==> src/rtl/transmissao_pkg.sv <==
// Shared types for the multichannel measurement transmitter: FSM states,
// byte phases and the index-width helper.
package transmissao_pkg;

    typedef enum logic [3:0] {
        IDLE,
        CAPTURA,
        CONVERTE,
        ESPERA_CONVERTE,
        CARREGA,
        TRANSMITE,
        ESPERA_TX,
        PROXIMO,
        FIM
    } estado_t;

    localparam logic [7:0] ASCII_ZERO = 8'h30;

    typedef enum logic [1:0] {
        DIGITO,
        SEPARADOR,
        TERMINADOR,
        CHECKSUM
    } fase_t;

    // Width of an index over n items, never less than one bit.
    function automatic int largura_idx(input int n);
        return (n > 1) ? $clog2(n) : 1;
    endfunction

endpackage

==> src/rtl/transmissao_medidas_fd.sv <==
// Datapath of the measurement transmitter: snapshot, channel mux, BCD latch,
// digit/channel/phase sequencing and byte selection (XOR checksum with TRANSMISSAO_CHECKSUM_EN).
module transmissao_medidas_fd
    import transmissao_pkg::*;
#(
    parameter int         NUM_CANAIS = 4,
    parameter int         MEDIDA_W   = 12,
    parameter int         DIGITOS    = 4,
    parameter logic [7:0] SEP_BYTE   = 8'h2C,
    parameter logic [7:0] TERM_BYTE  = 8'h23
) (
    input  logic                             clock,
    input  logic                             reset,
    input  logic                             i_captura,
    input  logic                             i_carrega_bcd,
    input  logic                             i_carrega_byte,
`ifdef TRANSMISSAO_CHECKSUM_EN
    input  logic                             i_enviado,
`endif
    input  logic                             i_avanca,
    input  logic [NUM_CANAIS*MEDIDA_W-1:0]   i_medidas,
    input  logic [4*DIGITOS-1:0]             i_bcd,
    output logic [MEDIDA_W-1:0]              o_medida_bin,
    output logic [7:0]                       o_byte,
    output logic [largura_idx(NUM_CANAIS)-1:0] o_canal,
    output logic                             o_vai_converter,
    output logic                             o_vai_fim
);

    localparam int CANAL_W = largura_idx(NUM_CANAIS);
    localparam int DIG_W   = largura_idx(DIGITOS);
    localparam logic [CANAL_W-1:0] CANAL_ULT = CANAL_W'(NUM_CANAIS - 1);
    localparam logic [DIG_W-1:0]   DIG_ULT   = DIG_W'(DIGITOS - 1);

    logic [NUM_CANAIS*MEDIDA_W-1:0] r_snap;
    logic [4*DIGITOS-1:0]           r_bcd;
    logic [CANAL_W-1:0]             r_canal;
    logic [DIG_W-1:0]               r_dig;
    fase_t                          r_fase;
    logic [7:0]                     r_byte;

    logic [MEDIDA_W-1:0] w_medida;
    logic [3:0]          w_nibble;
    logic [7:0]          w_byte_novo;
    logic [CANAL_W-1:0]  w_canal_prox;
    logic [DIG_W-1:0]    w_dig_prox;
    fase_t               w_fase_prox;
    logic                w_vai_converter;
    logic                w_vai_fim;

`ifdef TRANSMISSAO_CHECKSUM_EN
    logic [7:0] r_cks;
`endif

    always_comb begin
        w_medida = '0;
        for (int i = 0; i < NUM_CANAIS; i++) begin
            if (r_canal == CANAL_W'(i)) w_medida = r_snap[i*MEDIDA_W +: MEDIDA_W];
        end
    end

    // Digits go out most significant first: counter 0 picks nibble DIGITOS-1.
    always_comb begin
        w_nibble = '0;
        for (int i = 0; i < DIGITOS; i++) begin
            if (r_dig == DIG_W'(DIGITOS - 1 - i)) w_nibble = r_bcd[4*i +: 4];
        end
    end

    always_comb begin
        case (r_fase)
            DIGITO:     w_byte_novo = ASCII_ZERO + {4'b0000, w_nibble};
            SEPARADOR:  w_byte_novo = SEP_BYTE;
            TERMINADOR: w_byte_novo = TERM_BYTE;
`ifdef TRANSMISSAO_CHECKSUM_EN
            CHECKSUM:   w_byte_novo = r_cks;
`endif
            default:    w_byte_novo = 8'h00;
        endcase
    end

    always_comb begin
        w_fase_prox     = r_fase;
        w_dig_prox      = r_dig;
        w_canal_prox    = r_canal;
        w_vai_converter = 1'b0;
        w_vai_fim       = 1'b0;
        case (r_fase)
            DIGITO: begin
                if (r_dig < DIG_ULT) begin
                    w_dig_prox = r_dig + DIG_W'(1);
                end else if (r_canal < CANAL_ULT) begin
                    w_fase_prox = SEPARADOR;
                end else begin
`ifdef TRANSMISSAO_CHECKSUM_EN
                    w_fase_prox = CHECKSUM;
`else
                    w_fase_prox = TERMINADOR;
`endif
                end
            end
            SEPARADOR: begin
                w_fase_prox     = DIGITO;
                w_dig_prox      = '0;
                w_canal_prox    = r_canal + CANAL_W'(1);
                w_vai_converter = 1'b1;
            end
            CHECKSUM:   w_fase_prox = TERMINADOR;
            TERMINADOR: w_vai_fim   = 1'b1;
            default:    ;
        endcase
    end

    always_ff @(posedge clock or posedge reset) begin
        if (reset) begin
            r_snap  <= '0;
            r_bcd   <= '0;
            r_canal <= '0;
            r_dig   <= '0;
            r_fase  <= DIGITO;
            r_byte  <= '0;
        end else begin
            if (i_captura) begin
                r_snap  <= i_medidas;
                r_canal <= '0;
                r_dig   <= '0;
                r_fase  <= DIGITO;
            end else if (i_avanca) begin
                r_canal <= w_canal_prox;
                r_dig   <= w_dig_prox;
                r_fase  <= w_fase_prox;
            end
            if (i_carrega_bcd)  r_bcd  <= i_bcd;
            if (i_carrega_byte) r_byte <= w_byte_novo;
        end
    end

`ifdef TRANSMISSAO_CHECKSUM_EN
    // Only digits and separators feed the accumulator; checksum and terminator do not.
    always_ff @(posedge clock or posedge reset) begin
        if (reset) begin
            r_cks <= '0;
        end else if (i_captura) begin
            r_cks <= '0;
        end else if (i_enviado && (r_fase == DIGITO || r_fase == SEPARADOR)) begin
            r_cks <= r_cks ^ r_byte;
        end
    end
`endif

    assign o_medida_bin    = w_medida;
    assign o_byte          = r_byte;
    assign o_canal         = r_canal;
    assign o_vai_converter = w_vai_converter;
    assign o_vai_fim       = w_vai_fim;

endmodule

==> src/rtl/transmissao_medidas_multicanal.sv <==
// Transmit sequencer for multichannel measurement frames (BCD digits, separators, terminator).
// Optional XOR checksum byte before the terminator when TRANSMISSAO_CHECKSUM_EN is defined.
module transmissao_medidas_multicanal #(
    parameter int         NUM_CANAIS = 4,
    parameter int         MEDIDA_W   = 12,
    parameter int         DIGITOS    = 4,
    parameter logic [7:0] SEPARADOR  = 8'h2C,
    parameter logic [7:0] TERMINADOR = 8'h23
) (
    input  logic                                  clock,
    input  logic                                  reset,
    input  logic                                  transmite,
    input  logic [NUM_CANAIS*MEDIDA_W-1:0]        medidas,
    output logic [MEDIDA_W-1:0]                   medida_bin,
    output logic                                  converte_bcd,
    input  logic [4*DIGITOS-1:0]                  bcd,
    input  logic                                  pronto_bcd,
    output logic                                  tx_partida,
    output logic [7:0]                            tx_dado,
    input  logic                                  tx_pronto,
    output logic                                  ocupado,
    output logic                                  pronto,
    output logic [transmissao_pkg::largura_idx(NUM_CANAIS)-1:0] canal
);
    import transmissao_pkg::*;

    estado_t r_estado;
    estado_t w_proximo;

    logic w_captura;
    logic w_carrega_bcd;
    logic w_carrega_byte;
    logic w_enviado;
    logic w_avanca;
    logic w_vai_converter;
    logic w_vai_fim;

    always_ff @(posedge clock or posedge reset) begin
        if (reset) r_estado <= IDLE;
        else       r_estado <= w_proximo;
    end

    always_comb begin
        w_proximo      = r_estado;
        w_captura      = 1'b0;
        w_carrega_bcd  = 1'b0;
        w_carrega_byte = 1'b0;
        w_enviado      = 1'b0;
        w_avanca       = 1'b0;
        converte_bcd   = 1'b0;
        tx_partida     = 1'b0;
        pronto         = 1'b0;
        ocupado        = (r_estado != IDLE);
        case (r_estado)
            IDLE:            if (transmite) w_proximo = CAPTURA;
            CAPTURA: begin
                w_captura = 1'b1;
                w_proximo = CONVERTE;
            end
            CONVERTE: begin
                converte_bcd = 1'b1;
                w_proximo    = ESPERA_CONVERTE;
            end
            ESPERA_CONVERTE: begin
                if (pronto_bcd) begin
                    w_carrega_bcd = 1'b1;
                    w_proximo     = CARREGA;
                end
            end
            CARREGA: begin
                w_carrega_byte = 1'b1;
                w_proximo      = TRANSMITE;
            end
            TRANSMITE: begin
                tx_partida = 1'b1;
                w_enviado  = 1'b1;
                w_proximo  = ESPERA_TX;
            end
            ESPERA_TX:       if (tx_pronto) w_proximo = PROXIMO;
            PROXIMO: begin
                w_avanca = 1'b1;
                if (w_vai_fim)            w_proximo = FIM;
                else if (w_vai_converter) w_proximo = CONVERTE;
                else                      w_proximo = CARREGA;
            end
            FIM: begin
                pronto    = 1'b1;
                w_proximo = IDLE;
            end
            default:         w_proximo = IDLE;
        endcase
    end

    transmissao_medidas_fd #(
        .NUM_CANAIS (NUM_CANAIS),
        .MEDIDA_W   (MEDIDA_W),
        .DIGITOS    (DIGITOS),
        .SEP_BYTE   (SEPARADOR),
        .TERM_BYTE  (TERMINADOR)
    ) u_fd (
        .clock           (clock),
        .reset           (reset),
        .i_captura       (w_captura),
        .i_carrega_bcd   (w_carrega_bcd),
        .i_carrega_byte  (w_carrega_byte),
`ifdef TRANSMISSAO_CHECKSUM_EN
        .i_enviado       (w_enviado),
`endif
        .i_avanca        (w_avanca),
        .i_medidas       (medidas),
        .i_bcd           (bcd),
        .o_medida_bin    (medida_bin),
        .o_byte          (tx_dado),
        .o_canal         (canal),
        .o_vai_converter (w_vai_converter),
        .o_vai_fim       (w_vai_fim)
    );

`ifndef TRANSMISSAO_CHECKSUM_EN
    logic w_enviado_livre;
    assign w_enviado_livre = w_enviado;
`endif

endmodule

==> config.mk <==
export PLATFORM = sky130hd
export DESIGN_NAME = transmissao_medidas_multicanal
export DESIGN_NICKNAME = d
export VERILOG_FILES = /design/src/rtl/transmissao_pkg.sv /design/src/rtl/transmissao_medidas_fd.sv /design/src/rtl/transmissao_medidas_multicanal.sv
export SDC_FILE = /design/constraint.sdc
export NUM_CORES = 1
export LEC_CHECK = 0
export ABC_AREA = 0
export CAP_MARGIN = 0
export CORE_MARGIN = 5
export CORE_UTILIZATION = 45
export CTS_CLUSTER_SIZE = 28
export DETAILED_ROUTE_END_ITERATION = 8
export GPL_TIMING_DRIVEN = 0
export PLACE_DENSITY_LB_ADDON = 0.3
export SLEW_MARGIN = 20
export SYNTH_ARGS = -nofsm -noshare
export SYNTH_HDL_FRONTEND = slang
export SYNTH_SLANG_ARGS = --single-unit
export TNS_END_PERCENT = 50
==> constraint.sdc <==
create_clock -name clock -period 5.46 [get_ports clock]
set_input_delay 1.092 -clock clock [delete_from_list [all_inputs] [get_ports clock]]
set_output_delay 1.092 -clock clock [all_outputs]
set_load 0.1 [all_outputs]
# After elaboration in Yosys (flattened, before gate mapping)
# Index checks and enable logic that the tools add are counted.
op_classes:
  n_addsub: 3
  reduce_logical: 13
  bitwise: 0
  n_mux: 37
  div_mod_pow: 0
  magnitude_cmp: 2
  shifts: 0
  mul: 0
  eq_ne: 22
ops:
  columns: ["operator", "n"]
  rows:
  - ["$mux 12", 4]
  - ["$mux 4", 8]
  - ["$pmux 4 s8", 1]
  - ["$pmux 8 s3", 1]
  - ["$mux 2", 10]
  - ["$eq 4x3->1 const B", 4]
  - ["$eq 2x2->1 const B", 6]
  - ["$mux 1", 10]
  - ["$reduce_and 3->1", 3]
  - ["$eq 4x2->1 const B", 2]
  - ["$reduce_bool 4->1", 2]
  - ["$add 6x4->7 const A", 1]
  - ["$eq 2x1->1 const B", 3]
  - ["$logic_not 2->1", 3]
  - ["$ne 2x2->1 const B", 3]
  - ["$pmux 2 s3", 1]
  - ["$add 2x1->2 const B", 2]
  - ["$eq 4x1->1 const B", 1]
  - ["$eq 4x4->1 const B", 1]
  - ["$logic_not 4->1", 1]
  - ["$lt 2x2->1 const B", 2]
  - ["$pmux 2 s2", 1]
  - ["$reduce_bool 2->1", 2]
  - ["$mux 3", 1]
  - ["other kinds (4)", 4]
totals:
  regBits: 82
  latch_bits: 0
  word_cells: 84
  output_inout_bits: 26
  inputBits: 69
  mem_count: 0
  ram_bits: 0
  romBits: 0

# Logic depth before layout (Yosys ltp)
# Gate-level depths: netlist of run 1.
depth:
  ltp_word: 7
  ltp_mapped: 7
  mapped_depth_nobuf: 6

# By module
# A second synthesis of run 1 with hierarchy kept.
unflattened:
  cells_unflattened: 357
  area_unflattened_um2: 3898.7
modules_own_cells:
  columns: ["mod", "area_per_inst_um2", "n_inst", "seq_area_each_um2", "cells_each"]
  rows:
  - ["transmissao_medidas_fd", 3573.4, 1, 1901.8, 319]
  - ["transmissao_medidas_multicanal", 325.3, 1, 100.1, 38]

# Worst setup path before layout of run 1
# OpenSTA, ideal clock, no wires.
synth_timing:
  path_kind: "reg-to-output"
  start: "register u_fd.r_canal[1] (netlist: u_fd.o_canal[1])"
  end: "output medida_bin[5]"
  t_required_ns: 4.368
  t_arrival_ns: 4.113
  n_path_buf: 1
  path_slack_ns: 0.255
  path_stages_with_launch: 7
  path_cell_list: "dfrtp_1 > inv_1 > ha_1 > nor2b_1 > clkbuf_1 > a221oi_1 > o31ai_1"
synth_via:
  elab_chain_len: 5
  word_cells_on_any_way: 8
  cone_classes: "3 x eq/ne; 4 x mux; 1 x reduce/logical"
synth_lines:
  columns: ["element", "line_no", "text"]
  rows:
  - ["from (decl)", "transmissao_medidas_fd.sv:37", "logic [CANAL_W-1:0] r_canal;"]
  - ["from (signal assigned)", "transmissao_medidas_fd.sv:129", "r_canal <= w_canal_prox;"]
  - ["$logic_not 2->1", "transmissao_medidas_fd.sv:58", "if (r_canal == CANAL_W'(i)) w_medida = r_snap[i*MEDIDA_W +: MEDIDA_W];"]
  - ["$mux 12 (3 in a row)", "transmissao_medidas_fd.sv:58", null]
  - ["$mux 12 *", "transmissao_medidas_fd.sv:58", null]
  - ["to (decl)", "transmissao_medidas_multicanal.sv:14", "output logic [MEDIDA_W-1:0] medida_bin,"]
# Every way passes the cells marked *; elsewhere a longest branch is shown, timed or not.

# Worst setup path in the final report of run 1
layout_timing:
  start: "register u_fd.r_canal[0] (netlist: u_fd.o_canal[0])"
  end: "output medida_bin[6]"
# The elaborated chain is that of the path after synthesis.

==> metrics.txt, run 1 <==
Cell Area, Synth 0.00410 mm^2; Core Area 0.00881 mm^2; final hold vios 0; initial DRC count 90; gr busiest metal met2; global route overflow 0; antenna violations before repair 0; register bit count reported by yosys 80; FF-to-FF End u_fd.r_fase[0]$_DFFE_PP0P_; Post-synth EDFFs 0; largest net degree at the start of global routing 42; reg2reg path depth 7; status finished, final reports clean; clock tree buffer depth 2; CP arrival 3.28 ns; synth unique cells 39; CP endpoint kind output port; average size of a mapped cell 11.9 um^2; Leak 2.30 nW; met1 Track Usage GR 22.6%; Site Rows 34; Pwr per Cell Area 698 mW/mm^2; H-Tree Depth 3; r2r startpoint u_fd.r_fase[0]$_DFFE_PP0P_; clock buffer count from CTS 9; PortBufs 92; layout filler cell count 744; Sink Count 80; die area 0.0111 mm^2; Clock Pin Slew Worst Setup and Hold Paths 0.08 ns; Rel. slew slack 31.8%; Fin Hold WS 0.497 ns; Final Util 61.3%; overall routing resource usage 17.7%; Final Skew 0.0119 ns; first-pass GRT wire length 15800 um; TritonCTS clock tree built; minimum clock period 4.37 ns; Hold-fix buffers, CTS 0; GR Util met2 30.5%; Final HPWL DP 7090 um; worst-path fanout max 8; share of cells above drive strength 1 21.8%; Yosys warning total 0; grt met3 use 4.65%; worst skew pair latency 0.35 ns; Vias 2995; CP startpoint kind register; First-pass DRT Iterations 4; Finished Layout Cells 563; final setup fails 0; die span in y 105 um; via/cell ratio 5.32; Slew @ Worst Pin 1.02 ns; vias in the first global route 3168; crit-path max cell delay 1.18 ns; RSZ-0062 raised after global routing false; CP required 4.37 ns; Slew Limit Fails 0; area delta synth->final 31.8%; Resized cells post-CTS 0; IO Pins 95; Peak VDD IR 0.000393 V; DRC Markers 0; Hold Path End u_fd.o_byte[5]$_DFFE_PP0P_; Post-Place Cells 547; hold path cells 2; Post-Syn Instances 345; Antenna Cells 0; Clock Tree Root clkbuf_8; DR WL/cell 17.0 um; TNS Setup 0 ns; WL final 9540 um; Crit-path slowest cell clkdlybuf4s50_1; Final period util 80.1%; post-synthesis sequential area ratio 48.9%; cells along the critical path inv_1 -> ha_1 -> nor2b_1 -> clkbuf_1 -> a221oi_1 -> o31ai_1 -> clkdlybuf4s50_1; total of max-cap violations 0; postcts setup bufs 0; Synth Flop Type dfrtp_1; Hold WC Path Type reg2reg; fmax 229 MHz; number of routed nets with antenna violations 0; Initial Util 46.5%; FF-to-FF setup slack 3.43 ns; Worst Path Class, Setup reg2out; routability cong. 0.813; async set-reset flop share out of synthesis 100%; post-layout net count 533; worst hold start u_fd.o_byte[5]$_DFFE_PP0P_; Die Wd 105 um
synthesized netlist by cell type, types with 2 or more instances:
cell,n,area (um^2)
nor3_1,3,15.0
clkbuf_1,10,37.5
nand2b_1,2,12.5
mux2i_1,3,30.0
nand3_1,6,30.0
a221oi_1,8,70.1
nand3b_1,4,30.0
inv_1,8,30.0
nor4b_1,3,26.3
o21ai_0,11,55.1
buf_4,3,22.5
nor2b_1,18,113
a21oi_1,19,95.1
mux2_2,36,405
o31ai_1,8,60.1
mux2_4,28,420
nand2_1,36,135
buf_6,7,78.8
o211ai_1,5,37.5
dfrtp_1,80,2000
buf_2,2,10.0
nor2_1,15,56.3
ha_1,14,175
state kept, by name, summed over array words and instances, names as in the netlist:
name / flops
u_fd.r_snap: 48
u_fd.o_byte: 6
r_estado: 4
u_fd.r_bcd: 16
u_fd.r_dig: 2
u_fd.r_fase: 2
u_fd.o_canal: 2
kinds of logic after synthesis:
kind of cell / count (synthesis) / share of synthesized area (%)
fa+ha+maj: 14 / 4.27
buf+inv: 31 / 4.46
flops: 80 / 48.9
xor+xnor: 1 / 0.214
compound gates: 57 / 9.10
other cells: 1 / 0.0915
mux: 67 / 20.9
simple gates: 94 / 12.1
cell usage in the layout (no fill, tap or decap), drive strengths merged, types with 2 or more instances in the layout:
| cell type | n |
|---|---|
| inv | 9 |
| nand2b | 2 |
| a21oi | 19 |
| clkdlybuf4s50 | 92 |
| o31ai | 9 |
| buf | 14 |
| nor3 | 3 |
| nor2b | 18 |
| a221oi | 8 |
| nand3 | 7 |
| nor4b | 4 |
| bufinv | 2 |
| conb | 2 |
| nand2 | 36 |
| clkinv | 2 |
| mux2 | 64 |
| dfrtp | 80 |
| nor2 | 15 |
| o21ai | 11 |
| clkbuf | 20 |
| o211ai | 5 |
| mux2i | 3 |
| nand3b | 4 |
| ha | 14 |
cell type report:
cell class | instances | area [um^2] | area share, %
multi-input combinational | 235 | 1920 | 35.5
timing repair buffer | 93 | 941 | 17.4
buffer | 23 | 153 | 2.83
inverter | 8 | 32.5 | 0.602
clock inverter | 6 | 92.6 | 1.71
tap | 108 | 135 | 2.50
sequential | 80 | 2000 | 37.1
clock buffer | 10 | 128 | 2.36
per-stage QoR:
step / total power [mW] / cell area, um^2 / worst slack (ns)
4_1_cts: 3.79 / 5400 / 1.03
6_report: 3.77 / 5400 / 1.09
3_3_place_gp: 3.25 / 5160 / 1.01
2_1_floorplan: 2.77 / 4100 / 0.255
3_5_place_dp: 3.29 / 5180 / 1.43
5_1_grt: 3.98 / 5400 / 0.837
report_power, final:
part | leakage (nW) | total [mW] | internal, mW | switching (mW)
logic | 1.22 | 2.22 | 0.793 | 1.43
clock network | 0.108 | 0.486 | 0.261 | 0.225
registers | 0.968 | 1.06 | 0.884 | 0.177
per-layer routing:
metal	routed length (um)	share of wire (%)
met2	4870	51
met3	446	4.7
met5	0	0
met1	4170	44
met4	58	0.61
how the worst max path moves through the flow:
stage	from	endpoint	slack (ns)	cells after the start
2_1_floorplan	u_fd.o_canal[1]$_DFFE_PP0P_	medida_bin[5]	0.26	6
3_3_place_gp	reset	u_fd.r_snap[26]$_DFFE_PP0P_	1.01	2
3_5_place_dp	u_fd.o_canal[0]$_DFFE_PP0P_	medida_bin[6]	1.43	7
4_1_cts	u_fd.o_canal[0]$_DFFE_PP0P_	medida_bin[6]	1.03	7
5_1_grt	u_fd.o_canal[0]$_DFFE_PP0P_	medida_bin[6]	0.84	7
6_report	u_fd.o_canal[0]$_DFFE_PP0P_	medida_bin[6]	1.09	7
critical path, delay by kind of cell, from the launching register on:
kind	cells	cell delay, ns
fa+ha+maj	1	0.25
simple gates	1	0.15
compound gates	2	0.48
buf+inv	3	1.64
flops	1	0.42
Note: power is estimated with default switching activity, not from simulation.
==> inputs of run 2 (changes only) <==
==> constraint.sdc (replaced) <==
create_clock -name clock -period 4.03 [get_ports clock]
set_input_delay 0.806 -clock clock [delete_from_list [all_inputs] [get_ports clock]]
set_output_delay 0.806 -clock clock [all_outputs]
set_load 0.1 [all_outputs]
==> metrics.txt, run 2 (synthesis gave the netlist of run 1 again) <==
global route overflow 0; count of buffer and inverter cells on the critical path 3; largest net degree at the start of global routing 45; fmax 256 MHz; die area 0.0111 mm^2; dpl ws 0.125 ns; total of max-cap violations 0; Slew Limit Fails 0; final hold vios 0; Post-Place Cells 547; Rel. slew slack 32.7%; share of cells above drive strength 1 24.0%; DP Area 0.00528 mm^2; Crit-path slowest cell clkdlybuf4s15_1; TritonCTS clock tree built; area occupied by multi-input gates 0.00201 mm^2; CP arrival 3.11 ns; Finished Layout Cells 563; First-pass DRT Iterations 4; Top delay family on crit path buffers and inverters; Final period util 97.1%; Slew @ Worst Pin 1.01 ns; Vias 2932; RSZ-0062 raised after global routing true; cells along the critical path ha_1 -> clkbuf_1 -> clkbuf_1 -> nand2_1 -> o21ai_0 -> clkdlybuf4s15_1; Initial Util 46.5%; layout filler cell count 742; first-pass GRT wire length 15800 um; PortBufs 92; clock buffer count from CTS 9; area taken by flip-flops and latches 0.00200 mm^2; die span in y 105 um; CP most frequent cell clkbuf_1; antenna violations before repair 0; Worst Path Class, Setup reg2out; Clock Tree Root clkbuf_8; worst-path fanout max 10; number of routed nets with antenna violations 0; TNS Setup 0 ns; initial DRC count 90; status finished, final reports clean; CP required 3.22 ns; Die Wd 105 um; Final WS setup 0.117 ns; Final Skew 0.0115 ns; IO Pins 95; overall routing resource usage 17.8%; crit-path max cell delay 0.87 ns; DR WL/cell 16.8 um; minimum clock period 3.91 ns; Core Area 0.00881 mm^2; Site Rows 34; Final HPWL DP 7320 um; clock tree buffer depth 2; Hold-fix buffers, CTS 0; WL final 9450 um; Sink Count 80; Antenna Cells 0; worst skew pair latency 0.35 ns; routability cong. 0.835; Most flops, register u_fd.r_snap; final instance area 0.00548 mm^2; most frequent cells in the layout clkdlybuf4s50_1 (80), dfrtp_1 (80), mux2_2 (36), nand2_1 (36), mux2_4 (28); CP endpoint kind output port; via/cell ratio 5.21; vias in the first global route 3085; CP startpoint kind register; final setup fails 0; post-layout net count 533; max reg flops 48; Clock Pin Slew Worst Setup and Hold Paths 0.08 ns; Hold WC Path Type reg2reg; H-Tree Depth 3; area delta synth->final 33.7%; DRC Markers 0
[run 2: cell count changes in the layout (fill, tap and decap cells not counted), sizes merged]
cell and delta:
clkdlybuf4s50 -12, dlygate4sd2 +10, clkbuf +2, bufinv -1, clkdlybuf4s15 +1
[run 2: final timing paths]
| check | depth (start not counted) | end | from | slack [ns] |
|---|---|---|---|---|
| max | 6 | medida_bin[1] | u_fd.o_canal[1]$_DFFE_PP0P_ | 0.12 |
| min | 2 | u_fd.o_byte[5]$_DFFE_PP0P_ | u_fd.o_byte[5]$_DFFE_PP0P_ | 0.48 |
| min reg2reg | 2 | u_fd.o_byte[5]$_DFFE_PP0P_ | u_fd.o_byte[5]$_DFFE_PP0P_ | 0.48 |
| max reg2reg | 7 | u_fd.r_fase[1]$_DFFE_PP0P_ | u_fd.r_fase[0]$_DFFE_PP0P_ | 2.00 |
| min in group asynchronous | 2 | u_fd.r_snap[19]$_DFFE_PP0P_ | reset | 0.86 |
| max in group asynchronous | 3 | u_fd.r_snap[0]$_DFFE_PP0P_ | reset | 2.58 |
[run 2: metal layers]
metal / part of all wire, % / up-vias / global-route usage, % / wire length [um]
met1: 48 / 1429 / 25.1 / 4510
met5: 0 / - / 0 / 0
met3: 4.0 / 14 / 3.97 / 380
met4: 2.0 / 0 / 6.84 / 187
met2: 46 / 71 / 26.8 / 4380
li1: - / 1418 / - / -
[run 2: cell type report]
cell class                 instances  share of cell area [%]
buffer                            23                    2.79
clock inverter                     5                    1.16
timing repair buffer              93                    17.0
clock buffer                      11                    2.76
multi-input combinational        235                    36.7
sequential                        80                    36.5
tap                              108                    2.47
inverter                           8                   0.594
[run 2: through the flow]
step	hold WS, ns	utilization [%]
CTS	0.489	62.2
floorplan	0.479	-
global placement	0.466	59.6
finish	0.481	62.2
detailed placement	0.467	60.0
global route	0.527	62.2
[run 2: what timing repair did]
| item | in CTS | in global routing |
|---|---|---|
| setup endpoints to repair | 12 | 2 |
| setup buffers | 0 | 0 |
| resized for setup | 12 | 4 |
| gates cloned | 0 | 0 |
[run 2: tightest hold or removal path, cell delays in order, from the launching register on]
cell     delay (ns)
dfrtp_1        0.35
nand2_1        0.04
o21ai_0        0.06
Power of run 2 is not shown: default switching activity piles up to over one toggle a cycle in this logic, so the estimate is an artifact.
